==> config.mk <==
export PLATFORM = sky130hd
export DESIGN_NAME = spi_slave
export DESIGN_NICKNAME = d
export VERILOG_FILES = /design/src/rtl/spi_pkg.sv /design/src/rtl/spi_sync.sv /design/src/rtl/spi_slave.sv
export SDC_FILE = /design/constraint.sdc
export NUM_CORES = 1
export LEC_CHECK = 0
export ABC_AREA = 1
export CAP_MARGIN = 20
export CORE_UTILIZATION = 25
export CTS_CLUSTER_DIAMETER = 30
export DETAILED_ROUTE_END_ITERATION = 10
export PLACE_DENSITY = 0.5
export REMOVE_ABC_BUFFERS = 1
export SLEW_MARGIN = 40
export SYNTH_ARGS = -nofsm -noshare
export SYNTH_HDL_FRONTEND = slang
export SYNTH_HIERARCHICAL = 1
export SYNTH_SLANG_ARGS = --single-unit
==> constraint.sdc <==
create_clock -name clk -period 4.3 [get_ports clk]
set_clock_uncertainty 0.1 [all_clocks]
set_input_delay 0.86 -clock clk [delete_from_list [all_inputs] [get_ports clk]]
set_output_delay 0.86 -clock clk [all_outputs]
set_load 0.01 [all_outputs]
==> src/rtl/spi_pkg.sv <==
// Shared SPI definitions: FSM encoding, default word width and CPOL/CPHA mode constants.
// Used by the slave today and intended for the SPI master as well.
package spi_pkg;

    typedef enum logic {
        ST_IDLE  = 1'b0,
        ST_SHIFT = 1'b1
    } spi_state_t;

    localparam int SPI_WIDTH = 8;

    localparam bit CPOL_LOW   = 1'b0;
    localparam bit CPOL_HIGH  = 1'b1;
    localparam bit CPHA_LEAD  = 1'b0;
    localparam bit CPHA_TRAIL = 1'b1;

endpackage

==> src/rtl/spi_sync.sv <==
// 2-flop synchronizer with a third flop for rise/fall detection; edges appear 2 clk after the input moves.
// No backpressure; edges are held off until the pipeline holds real samples after reset.
module spi_sync #(
    parameter bit RST_VAL = 1'b0
) (
    input  logic clk,
    input  logic reset,
    input  logic din,
    output logic sync,
    output logic rise,
    output logic fall
);

    logic       s1, s2, s3;
    logic [2:0] vld;

    always_ff @(posedge clk or negedge reset) begin
        if (!reset) begin
            s1  <= RST_VAL;
            s2  <= RST_VAL;
            s3  <= RST_VAL;
            vld <= '0;
        end else begin
            s1  <= din;
            s2  <= s1;
            s3  <= s2;
            vld <= {vld[1:0], 1'b1};
        end
    end

    // Reset values are not real observations: an input already active at reset
    // release must not look like a fresh edge.
    assign sync = s2;
    assign rise = vld[2] & s2 & ~s3;
    assign fall = vld[2] & ~s2 & s3;

endmodule

==> src/rtl/spi_slave.sv <==
// SPI slave, MSB first, any CPOL/CPHA; rx_valid pulses 1 clk after the final sample edge is seen.
// No backpressure: the master owns timing; tx_ready/tx_underrun report TX buffer state.
module spi_slave
    import spi_pkg::*;
#(
    parameter int WIDTH = SPI_WIDTH,
    parameter bit CPOL  = CPOL_LOW,
    parameter bit CPHA  = CPHA_LEAD
) (
    input  logic             clk,
    input  logic             reset,
    input  logic             sclk,
    input  logic             cs_n,
    input  logic             mosi,
    output logic             miso,
    output logic             miso_oe,
    input  logic [WIDTH-1:0] tx_data,
    input  logic             tx_load,
    output logic             tx_ready,
    output logic             tx_underrun,
    output logic [WIDTH-1:0] rx_data,
    output logic             rx_valid
);

    localparam int CW = (WIDTH > 1) ? $clog2(WIDTH) : 1;
    localparam logic [CW-1:0] LAST = CW'(WIDTH - 1);

    spi_state_t       state, state_nxt;
    logic [WIDTH-1:0] tx_sr, rx_sr, tx_buf;
    logic [CW-1:0]    bit_cnt;

    logic sclk_lvl_unused, sclk_rise, sclk_fall;
    logic cs_lvl_unused, cs_rise, cs_fall;
    logic mosi_s, mosi_rise_unused, mosi_fall_unused;

    spi_sync #(.RST_VAL(CPOL)) u_sync_sclk (
        .clk(clk), .reset(reset), .din(sclk),
        .sync(sclk_lvl_unused), .rise(sclk_rise), .fall(sclk_fall)
    );

    spi_sync #(.RST_VAL(1'b1)) u_sync_cs (
        .clk(clk), .reset(reset), .din(cs_n),
        .sync(cs_lvl_unused), .rise(cs_rise), .fall(cs_fall)
    );

    spi_sync #(.RST_VAL(1'b0)) u_sync_mosi (
        .clk(clk), .reset(reset), .din(mosi),
        .sync(mosi_s), .rise(mosi_rise_unused), .fall(mosi_fall_unused)
    );

    logic lead_e, trail_e, sample_e, shift_e;
    logic in_shift, active, enter, word_done, copy;

    assign lead_e    = CPOL ? sclk_fall : sclk_rise;
    assign trail_e   = CPOL ? sclk_rise : sclk_fall;
    assign sample_e  = CPHA ? trail_e : lead_e;
    assign shift_e   = CPHA ? lead_e  : trail_e;

    assign in_shift  = (state == ST_SHIFT);
    assign active    = in_shift && !cs_rise;
    assign enter     = (state == ST_IDLE) && cs_fall;
    assign word_done = active && sample_e && (bit_cnt == LAST);
    assign copy      = enter || word_done;

    always_ff @(posedge clk or negedge reset) begin
        if (!reset) state <= ST_IDLE;
        else        state <= state_nxt;
    end

    always_comb begin
        state_nxt = state;
        case (state)
            ST_IDLE:  if (cs_fall) state_nxt = ST_SHIFT;
            ST_SHIFT: if (cs_rise) state_nxt = ST_IDLE;
            default:  state_nxt = ST_IDLE;
        endcase
    end

    always_comb begin
        miso_oe = 1'b0;
        miso    = 1'b0;
        if (in_shift) begin
            miso_oe = 1'b1;
            miso    = tx_sr[WIDTH-1];
        end
    end

    always_ff @(posedge clk or negedge reset) begin
        if (!reset) begin
            tx_sr       <= '0;
            rx_sr       <= '0;
            tx_buf      <= '0;
            bit_cnt     <= '0;
            rx_data     <= '0;
            rx_valid    <= 1'b0;
            tx_underrun <= 1'b0;
            tx_ready    <= 1'b1;
        end else begin
            rx_valid    <= 1'b0;
            tx_underrun <= copy && tx_ready;

            // A freshly copied MSB is already on miso; a shift edge seen while the
            // counter sits at 0 belongs to that first bit and must not shift.
            if (copy)
                tx_sr <= tx_ready ? '0 : tx_buf;
            else if (active && shift_e && (bit_cnt != '0))
                tx_sr <= {tx_sr[WIDTH-2:0], 1'b0};

            if (enter || (in_shift && cs_rise))
                bit_cnt <= '0;
            else if (active && sample_e)
                bit_cnt <= (bit_cnt == LAST) ? '0 : bit_cnt + CW'(1);

            if (active && sample_e)
                rx_sr <= {rx_sr[WIDTH-2:0], mosi_s};

            if (word_done) begin
                rx_data  <= {rx_sr[WIDTH-2:0], mosi_s};
                rx_valid <= 1'b1;
            end

            // A load in the same cycle as a copy wins: the old buffer went out, the new one waits.
            if (tx_load) begin
                tx_buf   <= tx_data;
                tx_ready <= 1'b0;
            end else if (copy) begin
                tx_ready <= 1'b1;
            end
        end
    end

endmodule
Word-level counts from Yosys, hierarchy flattened
Index checks and enable logic that the tools add are counted.
{"block": "totals", "register_bits": 52, "input_bits": 14}
{"block": "classes", "add_sub_neg": 1, "eq_ne": 1, "muxes": 14, "n_bitwise": 13, "reduce_logical": 15}
{"operator": "$mux 8", "n": 3}
{"operator": "$mux 3", "n": 3}
{"operator": "$and 1x1->1", "n": 8}
{"operator": "$logic_and 1x1->1", "n": 8}
{"operator": "$mux 1", "n": 7}
{"operator": "$reduce_bool 2->1", "n": 3}
{"operator": "$not 1->1", "n": 5}
{"operator": "$add 3x1->3 const B", "n": 1}
{"operator": "$eq 3x3->1 const B", "n": 1}
{"operator": "$reduce_bool 3->1", "n": 1}
{"operator": "$logic_or 1x1->1", "n": 2}
{"operator": "$pmux 1 s2", "n": 1}
{"operator": "$logic_not 1->1", "n": 1}

Logic depth before layout (Yosys ltp)
Gate-level depths: netlist of run 1.
{"block": "depth", "depth_word": 9, "mapped_depth": 10}

Cells and area by module
Netlist of run 1, hierarchy kept.
{"module": "spi_slave", "instances": 1, "cells_per_inst": 179, "area_per_inst_um2": 1747.9, "seq_area_each_um2": 952.2}
{"module": "spi_sync at u_sync_mosi ...", "instances": 2, "cells_per_inst": 11, "area_per_inst_um2": 168.9, "seq_area_each_um2": 150.1}
{"module": "spi_sync at u_sync_cs", "instances": 1, "cells_per_inst": 11, "area_per_inst_um2": 172.7, "seq_area_each_um2": 153.9}

Worst setup path after synthesis of run 1
No wires, ideal clock.
{"block": "synth_timing", "path_kind": "register to register", "startpoint": "register u_sync_cs.s2, in the netlist u_sync_cs/sync", "endpoint": "register tx_sr[5]", "setup_ns": 0.117, "arrival_ns": 1.440, "t_required_ns": 4.083, "slack_ns": 2.643, "path_stages_with_launch": 11, "n_path_buf": 1, "path_cell_list": "dfstp_2 > nand2_1 > nor2_1 > inv_2 > nand4_2 > nand2_4 > inv_2 > buf_6 > nand2_2 > nand2_1 > nand2_1"}
{"block": "synth_between", "elab_chain_len": 8}
{"item": "start, declared", "line_no": "spi_sync.sv:14", "text": "logic s1, s2, s3;"}
{"item": "start signal, assigned", "line_no": "spi_sync.sv:20", "text": "s2 <= RST_VAL;"}
{"item": "start signal, assigned", "line_no": "spi_sync.sv:25", "text": "s2 <= s1;"}
{"item": "$and 1x1->1 (*) (2 in series)", "line_no": "spi_sync.sv:34", "text": "assign rise = vld[2] & s2 & ~s3;"}
{"item": "named net cs_rise", "line_no": "spi_slave.sv:33", "text": "logic cs_lvl_unused, cs_rise, cs_fall;"}
{"item": "$logic_not 1->1 (*)", "line_no": "spi_slave.sv:60", "text": "assign active = in_shift && !cs_rise;"}
{"item": "$logic_and 1x1->1 (*)", "line_no": "spi_slave.sv:60"}
{"item": "$logic_and 1x1->1 (2 in series)", "line_no": "spi_slave.sv:62", "text": "assign word_done = active && sample_e && (bit_cnt == LAST);"}
{"item": "$logic_or 1x1->1", "line_no": "spi_slave.sv:63", "text": "assign copy = enter || word_done;"}
{"item": "$mux 8 or $reduce_bool 2->1 (tied branches)"}
{"item": "end signal, assigned", "line_no": "spi_slave.sv:105", "text": "tx_sr <= tx_ready ? '0 : tx_buf;"}
{"item": "end signal, assigned", "line_no": "spi_slave.sv:107", "text": "tx_sr <= {tx_sr[WIDTH-2:0], 1'b0};"}
{"item": "end, declared", "line_no": "spi_slave.sv:29", "text": "logic [WIDTH-1:0] tx_sr, rx_sr, tx_buf;"}
The timed path passes the listed nets; every way through them passes the cells marked *.
A chain may end at the register's enable or synchronous reset.

Worst setup path after layout of run 1
{"block": "layout_timing", "startpoint": "register state, in the netlist in_shift", "endpoint": "output miso"}
{"block": "layout_between", "elab_chain_len": 1}
{"item": "start, declared", "line_no": "spi_slave.sv:28", "text": "spi_state_t state, state_nxt;"}
{"item": "start signal, assigned", "line_no": "spi_slave.sv:67", "text": "else state <= state_nxt;"}
{"item": "$mux 1", "line_no": "spi_slave.sv:82", "text": "if (in_shift) begin"}
{"item": "end, declared", "line_no": "spi_slave.sv:15", "text": "output logic miso,"}
No other way between the ends.

==> out/results.ini, run 1 <==
[floorplan]
die_area_mm2=0.00893
die_y_um=94.5
floorplan.initialDensity_pct=25.9
rows=33
core_region_area_mm2=0.00826
die_x_um=94.5
ioPinCount=27

[global_route]
grt_first_pass_wirelength_mm=6.69
grt_overflow=0
grt_max_degree=35
grt_antenna_before_repair=0
grt.total_usage_pct=9.72
grt_pass1_vias=1428

[sta]
final-setup-viol-count=0
report.final.hold_viol_count=0
rsz0062_at_grt=false
setup_total_negative_slack_ns=0
timing.final.crit_period_ns=2.42
maxClockFrequency_mhz=414
relSlewSlack_pct=56.1
fin_crit_sh_pct=56.2
max_slew_violations=0
worst-slew-pin-transition_ns=0.656

[synth]
synthesized_instance_count=203
area_of_the_mapped_netlist_mm2=0.00214
post_synth.cell_area_avg_um2=10.5
synthesis.yosys.warnings=6

[clocking]
clock_tree_from_tritoncts=done
cts_hold_buffers=0
cts_buffers=5
post-cts-setup-buffer-count=0
cts_h_tree_depth=2
cts.sink_count=52
latest_clock_arrival_within_the_worst_skew_pair_ns=0.30
clockBufferDepth=2
clk_root_buffer_cell=sky130_fd_sc_hd__clkbuf_8
ctsResizeCount=0
path_clk_slew_ns=0.08

[power_and_ir_drop]
power-per-cell-area_mw_per_mm2=405
peakVddDrop_mv=0.126
leakage_uw=0.00125

[critical_path]
crit_path_start_kind=flop
critical_path.endpoint_type=output port
crit_fanout=6
timing.setup.critical_path_class=reg2out
arrival_ns=1.46
cp_data_required_time_ns=3.34

[layout]
nets=249
final_util_pct=31.2
antenna_cells=0
area_growth_syn_to_layout_pct=20.6
ratio_of_cells_with_drive_above_1_in_the_final_layout_pct=17.6

[routing]
totalWireLength_mm=3.63
1st_pass_router_iterations=4
dr_total_vias=1370
post_route_ant_nets=0
drtIter0Drc=49
via_per_inst=4.05
detail_route.wl_per_cell_um=10.7
drcViolationCount=0

[worst_hold_path]
hold_class=reg2reg

[place]
port_buffers=26
gp_routability_congestion=0.734
hpwl_mm=2.54

[flow_run]
max_capacitance_violation_count=0

[status]
run_status=complete, no violations

-- worst max-delay path, stage by stage, from the launching register on --
cell and delay, ns:
sky130_fd_sc_hd__dfrtp_1 0.48, sky130_fd_sc_hd__nand2_1 0.10, sky130_fd_sc_hd__inv_1 0.06, sky130_fd_sc_hd__clkdlybuf4s50_1 0.52
-- per-stage QoR --
| stage | worst slack, ns | hold WS, ns | power (µW) | instances | instance area [µm²] |
|---|---|---|---|---|---|
| final | 1.88 | 0.254 | 1050 | 338 | 2580 |
| after global routing | 1.74 | 0.264 | 1130 | 338 | 2580 |
| after CTS | 1.86 | 0.257 | 1070 | 338 | 2580 |
| after detailed placement | 2.10 | 0.235 | 776 | 330 | 2480 |
| after global placement | 2.12 | 0.233 | 774 | 330 | 2480 |
| after floorplan | 2.40 | 0.231 | 712 | 198 | 2090 |
-- power breakdown --
part           switching [µW]  internal (µW)  leakage [µW]
logic                    97.2           73.1      0.000551
clock network             152            131     0.0000445
registers                37.8            554      0.000653
total                     287            759       0.00125
-- cell usage in the layout, fill, tap and decap left out, drive strengths merged --
cell type / instances
nor2: 6
nand4: 6
conb: 2
clkinvlp: 1
clkbuf: 7
dfstp: 4
nand2: 61
o21ai: 19
buf: 2
clkdlybuf4s50: 25
mux2: 6
nand3: 19
inv: 23
ha: 3
o21bai: 1
dfrtp: 48
-- metal layers --
metal | part of all wire, % | up-vias | global-route usage (%) | wire length, µm
met5 | 0 | - | 0 | 0
met4 | 1.4 | 0 | 3.79 | 50
met3 | 4.6 | 7 | 2.90 | 166
met2 | 45 | 29 | 15.3 | 1630
met1 | 49 | 632 | 12.5 | 1780
li1 | - | 702 | - | -
-- state kept, by name, summed over array words and instances (netlist names) --
register          flops
bit_cnt               3
in_shift              1
rx_data               8
rx_sr                 7
rx_valid              1
tx_buf                8
tx_ready              1
tx_sr                 8
tx_underrun           1
u_sync_cs/s1          1
u_sync_cs/s3          1
u_sync_cs/sync        1
u_sync_cs/vld         3
u_sync_mosi/s1        1
u_sync_mosi/sync      1
u_sync_sclk/s1        1
u_sync_sclk/s3        1
u_sync_sclk/sync      1
u_sync_sclk/vld       3
-- cell type report --
type,instances,area (µm²)
fill,889,5680
clock inverter,1,7.51
tap,105,131
clock buffer,7,86.3
multi-input combinational,123,697
inverter,23,86.3
timing repair buffer,27,265
sequential,52,1310
-- worst paths after layout --
check	end	cells past startpoint	slack, ns	from
worst min register to register	u_sync_mosi/sync$_DFF_PN0_	0	0.25	u_sync_mosi/s1$_DFF_PN0_
min in group asynchronous	rx_data[5]$_DFFE_PN0P_	1	0.39	reset
max in group asynchronous	bit_cnt[2]$_DFFE_PN0P_	2	3.10	reset
worst max-delay path	miso	3	1.88	in_shift$_DFF_PN0_
worst min-delay path	u_sync_mosi/sync$_DFF_PN0_	0	0.25	u_sync_mosi/s1$_DFF_PN0_
worst max register to register	tx_sr[1]$_DFFE_PN0P_	9	2.16	u_sync_cs/sync$_DFF_PN1_
No activity file was read; power rests on OpenSTA's default activity.
==> inputs of run 2 (changes only) <==
==> constraint.sdc (replaced) <==
create_clock -name clk -period 2.3 [get_ports clk]
set_clock_uncertainty 0.1 [all_clocks]
set_input_delay 0.46 -clock clk [delete_from_list [all_inputs] [get_ports clk]]
set_output_delay 0.46 -clock clk [all_outputs]
set_load 0.01 [all_outputs]
==> out/results.ini, run 2 (synthesis results as in run 1) <==
[status]
run_status=complete, no violations  ; unchanged

[clocking]
clock_tree_from_tritoncts=done  ; unchanged
clockBufferDepth=2  ; unchanged
cts.sink_count=52  ; unchanged
latest_clock_arrival_within_the_worst_skew_pair_ns=0.30  ; about the same
ctsResizeCount=0  ; unchanged
cts_hold_buffers=0  ; unchanged
path_clk_slew_ns=0.09  ; was 0.08 ns
cts_buffers=5  ; unchanged
post-cts-setup-buffer-count=0  ; unchanged
cts_h_tree_depth=2  ; unchanged
clk_root_buffer_cell=sky130_fd_sc_hd__clkbuf_8  ; unchanged

[floorplan]
die_area_mm2=0.00893  ; unchanged
floorplan.initialDensity_pct=25.9  ; unchanged
die_x_um=94.5  ; unchanged
rows=33  ; unchanged
core_region_area_mm2=0.00826  ; unchanged
ioPinCount=27  ; unchanged
die_y_um=94.5  ; unchanged

[critical_path]
worstPathCellList=nand2_1, inv_1, clkdlybuf4s50_1  ; unchanged
worst_r2r_startpoint=u_sync_cs/sync$_DFF_PN1_  ; unchanged
timing.reg2reg.worst_path_depth=7  ; was 9
critical_path.endpoint_type=output port  ; unchanged
cpPeakStageDelay_ns=0.53  ; was 0.52 ns
rr_endpoint=bit_cnt[0]$_DFFE_PN0P_  ; was tx_sr[1]$_DFFE_PN0P_
arrival_ns=1.49  ; was 1.46 ns
reg2reg_slack_ns=0.53  ; was 2.16 ns
crit_fanout=6  ; unchanged
crit_path_start_kind=flop  ; unchanged
cp_data_required_time_ns=1.74  ; was 3.34 ns
critical_path.slowest_cell=sky130_fd_sc_hd__clkdlybuf4s50_1  ; unchanged
timing.setup.critical_path_class=reg2out  ; unchanged

[power_and_ir_drop]
power.share.clock_pct=27.6  ; was 27.1%
seqPwrFrac_pct=56.0  ; was 56.6%
p_total_uw=1980  ; was 1050 µW
design_internal_power_uw=1420  ; was 759 µW
peakVddDrop_mv=0.259  ; was 0.126 mV
netSwitchingPower_uw=556  ; was 287 µW
power-per-cell-area_mw_per_mm2=759  ; was 405 mW/mm²
leakage_uw=0.00126  ; was 0.00125 µW
pwr-share-comb_pct=16.4  ; was 16.3%
power.switching_fraction_pct=28.1  ; was 27.5%

[worst_hold_path]
hold_class=in2async  ; was reg2reg

[sta]
final-setup-viol-count=0  ; unchanged
timing.final.crit_period_ns=2.05
report.final.hold_viol_count=0  ; unchanged
finalHoldWorstSlack_ns=0.0362  ; was 0.254 ns
relSlewSlack_pct=62.8  ; was 56.1%
maxClockFrequency_mhz=488
worst-slew-pin-transition_ns=0.559  ; was 0.656 ns
setup_total_negative_slack_ns=0  ; unchanged
rsz0062_at_grt=false  ; unchanged
max_slew_violations=0  ; unchanged
fin_crit_sh_pct=89.1

[layout]
reg_top3=rx_data: 8 flops, tx_buf: 8 flops, tx_sr: 8 flops  ; unchanged
area_growth_syn_to_layout_pct=21.8  ; was 20.6%
final_util_pct=31.5  ; was 31.2%
final_cell_mix=sky130_fd_sc_hd__nand2_1, sky130_fd_sc_hd__dfrtp_1, sky130_fd_sc_hd__clkdlybuf4s50_1  ; unchanged
nets=251  ; was 249
layout.cells.most_common=sky130_fd_sc_hd__nand2_1  ; unchanged
ratio_of_cells_with_drive_above_1_in_the_final_layout_pct=18.3  ; was 17.6%
antenna_cells=0  ; unchanged
finish.cell_count_without_fillers=340  ; was 338

[routing]
via_per_inst=4.18  ; was 4.05
dr_total_vias=1422  ; was 1370
drtIter0Drc=37  ; was 49
drcViolationCount=0  ; unchanged
1st_pass_router_iterations=4  ; unchanged
post_route_ant_nets=0  ; unchanged
totalWireLength_mm=3.70  ; was 3.63 mm
detail_route.wl_per_cell_um=10.9  ; was 10.7 µm

[global_route]
grt_overflow=0  ; unchanged
grt_pass1_vias=1376  ; was 1428
grt_first_pass_wirelength_mm=6.53  ; was 6.69 mm
grt.total_usage_pct=9.68  ; was 9.72%
grt_max_degree=31  ; was 35
grt_antenna_before_repair=0  ; unchanged

[place]
port_buffers=26  ; unchanged
gp_routability_congestion=0.771  ; was 0.734
placed_cells=332  ; was 330
hpwl_mm=2.62  ; was 2.54 mm

[flow_run]
max_capacitance_violation_count=0  ; unchanged

==> run 2: cell types whose count changed in the layout (fill, tap and decap cells not counted) <==
cell / before / now
sky130_fd_sc_hd__buf_12: 0 / 1
sky130_fd_sc_hd__buf_2: 0 / 1
==> run 2: stage by stage <==
stage	setup WS, ns	instance area (µm²)
floorplan	0.398	2090
CTS	0.225	2610
detailed placement	0.499	2510
global placement	0.512	2510
finish	0.250	2610
global route	0.165	2610
==> run 2: layout make-up <==
cell class | count | area [µm²]
repair buffers | 29 | 290
inverters | 23 | 86.3
clock inverters | 1 | 7.51
flip-flops and latches | 52 | 1310
well taps | 105 | 131
multi-input cells | 123 | 697
fillers | 869 | 5650
clock buffers | 7 | 86.3
==> run 2: power groups by stage <==
stage               clock (µW)  combinational [µW]  sequential (µW)
global route               616                 377             1120
floorplan                    0                 224             1110
detailed placement           0                 329             1130
finish                     545                 325             1110
global placement             0                 326             1120
CTS                        573                 332             1110
==> run 2: worst max-delay path, delay by kind of cell, from the launching register on <==
| family | cells | cell delay, ns |
|---|---|---|
| buf+inv | 2 | 0.60 |
| simple gates | 1 | 0.11 |
| flops | 1 | 0.48 |
==> run 2: metal layers <==
layer	wire [µm]	up-vias	track usage, %
met5	0	-	0
met4	48	0	4.67
met3	176	6	2.74
met2	1690	34	14.9
met1	1790	679	12.5
li1	-	703	-
==> run 2: worst max-delay path by stage <==
stage / cells after the start / start / end
after detailed placement: 2 / tx_load / tx_buf[3]$_DFFE_PN0P_
final: 3 / in_shift$_DFF_PN0_ / miso
after floorplan: 9 / u_sync_cs/sync$_DFF_PN1_ / tx_sr[1]$_DFFE_PN0P_
after CTS: 3 / in_shift$_DFF_PN0_ / miso
after global routing: 3 / in_shift$_DFF_PN0_ / miso
after global placement: 2 / tx_load / tx_buf[4]$_DFFE_PN0P_
==> inputs of run 3 (changes only) <==
--- a/config.mk
+++ b/config.mk
@@ -7,6 +7,7 @@
 export LEC_CHECK = 0
 export ABC_AREA = 1
 export CAP_MARGIN = 20
+export CORE_MARGIN = 8
 export CORE_UTILIZATION = 25
 export CTS_CLUSTER_DIAMETER = 30
 export DETAILED_ROUTE_END_ITERATION = 10
==> out/results.ini, run 3 (synthesis results as in run 1) <==
[sta]
rsz0062_at_grt=false  ; unchanged
max_slew_violations=0  ; unchanged
maxClockFrequency_mhz=492  ; was 488 MHz
worst-slew-pin-transition_ns=0.655  ; was 0.559 ns
final-setup-viol-count=0  ; unchanged
setup_total_negative_slack_ns=0  ; unchanged
fin_crit_sh_pct=88.3  ; was 89.1%
timing.final.crit_period_ns=2.03  ; was 2.05 ns
relSlewSlack_pct=56.3  ; was 62.8%
report.final.hold_viol_count=0  ; unchanged

[clocking]
latest_clock_arrival_within_the_worst_skew_pair_ns=0.30  ; about the same
cts.sink_count=52  ; unchanged
cts_hold_buffers=0  ; unchanged
cts_buffers=5  ; unchanged
post-cts-setup-buffer-count=0  ; unchanged
cts_h_tree_depth=2  ; unchanged
clock_tree_from_tritoncts=done  ; unchanged
clk_root_buffer_cell=sky130_fd_sc_hd__clkbuf_8  ; unchanged
path_clk_slew_ns=0.09  ; about the same
ctsResizeCount=0  ; unchanged
clockBufferDepth=2  ; unchanged

[global_route]
grt_antenna_before_repair=0  ; unchanged
grt_first_pass_wirelength_mm=6.32  ; was 6.53 mm
grt.total_usage_pct=6.72  ; was 9.68%
groute.layer.met2.usage_pct=10.4  ; was 14.9%
grt_pass1_vias=1403  ; was 1376
grtUsageMet1_pct=8.23  ; was 12.5%
grt_overflow=0  ; unchanged
global_route.peak_usage_layer=met2  ; unchanged
grt_util_met3_pct=2.68  ; was 2.74%
grt_max_degree=53  ; was 31

[critical_path]
worst_r2r_startpoint=u_sync_cs/sync$_DFF_PN1_  ; unchanged
critical_path.top_delay_family=buffers and inverters  ; unchanged
arrival_ns=1.47  ; was 1.49 ns
cp_data_required_time_ns=1.74  ; about the same
crit_path_start_kind=flop  ; unchanged
worstPathCellList=nand2_1, inv_1, clkdlybuf4s50_1  ; unchanged
timing.reg2reg.worst_path_depth=7  ; unchanged
reg2reg_slack_ns=0.59  ; was 0.53 ns
startpoint=in_shift$_DFF_PN0_  ; unchanged
cpPeakStageDelay_ns=0.53  ; about the same
crit_buf_inv=2  ; unchanged
timing.setup.critical_path_class=reg2out  ; unchanged
rr_endpoint=bit_cnt[0]$_DFFE_PN0P_  ; unchanged
critical_path.endpoint_type=output port  ; unchanged
crit_fanout=6  ; unchanged
critical_path.slowest_cell=sky130_fd_sc_hd__clkdlybuf4s50_1  ; unchanged

[power_and_ir_drop]
leakage_uw=0.00127  ; was 0.00126 µW
pwr-share-comb_pct=15.6  ; was 16.4%
power-per-cell-area_mw_per_mm2=782  ; was 759 mW/mm²
design_internal_power_uw=1500  ; was 1420 µW
power.switching_fraction_pct=26.4  ; was 28.1%
power.share.clock_pct=30.3  ; was 27.6%
p_total_uw=2040  ; was 1980 µW
seqPwrFrac_pct=54.1  ; was 56.0%
netSwitchingPower_uw=539  ; was 556 µW
peakVddDrop_mv=0.218  ; was 0.259 mV

[routing]
post_route_ant_nets=0  ; unchanged
drtIter0Drc=42  ; was 37
totalWireLength_mm=3.50  ; was 3.70 mm
dr_total_vias=1373  ; was 1422
detail_route.wl_per_cell_um=10.3  ; was 10.9 µm
via_per_inst=4.04  ; was 4.18
drcViolationCount=0  ; unchanged
1st_pass_router_iterations=4  ; unchanged

[layout]
nets=251  ; unchanged
ratio_of_cells_with_drive_above_1_in_the_final_layout_pct=18.3  ; unchanged
layout.cells.most_common=sky130_fd_sc_hd__nand2_1  ; unchanged
antenna_cells=0  ; unchanged
reg_top3=rx_data: 8 flops, tx_buf: 8 flops, tx_sr: 8 flops  ; unchanged
area_growth_syn_to_layout_pct=22.0  ; was 21.8%
final_cell_mix=sky130_fd_sc_hd__nand2_1, sky130_fd_sc_hd__dfrtp_1, sky130_fd_sc_hd__clkdlybuf4s50_1  ; unchanged

[place]
gp_routability_congestion=0.703  ; was 0.771
port_buffers=26  ; unchanged
hpwl_mm=2.54  ; was 2.62 mm

[floorplan]
rows=33  ; unchanged
floorplan.initialDensity_pct=25.9  ; unchanged
die_area_mm2=0.0118  ; was 0.00893 mm²
ioPinCount=27  ; unchanged
core_region_area_mm2=0.00826  ; unchanged
die_y_um=109  ; was 94.5 µm
die_x_um=109  ; was 94.5 µm

[status]
run_status=complete, no violations  ; unchanged

[flow_run]
max_capacitance_violation_count=0  ; unchanged

[worst_hold_path]
hold_class=in2async  ; unchanged

## run 3: cell count changes in the layout (fill, tap and decap cells not counted), sizes merged
cell and delta:
inv +1, clkinvlp -1, clkbuf -1, bufinv +1
## run 3: stage by stage
stage	setup WS, ns	util, %	hold slack [ns]	cells	instance area [µm²]
finish	0.268	31.6	0.158	340	2610
CTS	0.233	31.6	0.181	340	2610
global route	0.137	31.6	0.206	340	2610
global placement	0.529	30.3	0.232	332	2500
detailed placement	0.535	30.3	0.236	332	2500
floorplan	0.398	-	0.0644	198	2090
## run 3: power by group through the flow
stage               clock [µW]  sequential, µW  combinational, µW
finish                     618            1100                319
global route               687            1120                376
CTS                        653            1110                325
detailed placement           0            1130                324
global placement             0            1120                322
floorplan                    0            1110                224
## run 3: per-layer routing
metal  share of wire (%)  wire, µm  up-vias
met2                  44      1550       30
met1                  48      1670      632
met4                 1.7        60        0
li1                    -         -      704
met5                   0         0        -
met3                 6.4       223        7
## run 3: worst max path at each step
stage,end,slack [ns],depth (start not counted)
3_5_place_dp,tx_buf[3]$_DFFE_PN0P_,0.53,2
4_1_cts,miso,0.23,3
3_3_place_gp,tx_buf[7]$_DFFE_PN0P_,0.53,2
5_1_grt,miso,0.14,3
6_report,miso,0.27,3
2_1_floorplan,tx_sr[1]$_DFFE_PN0P_,0.40,9
## run 3: area by class of cell
class / instances / area (µm²)
Clock inverter: 2 / 38.8
Inverter: 23 / 86.3
Multi-Input combinational cell: 123 / 697
Sequential cell: 52 / 1310
Clock buffer: 6 / 72.6
Tap cell: 105 / 131
Timing Repair Buffer: 29 / 278
Fill cell: 883 / 5650
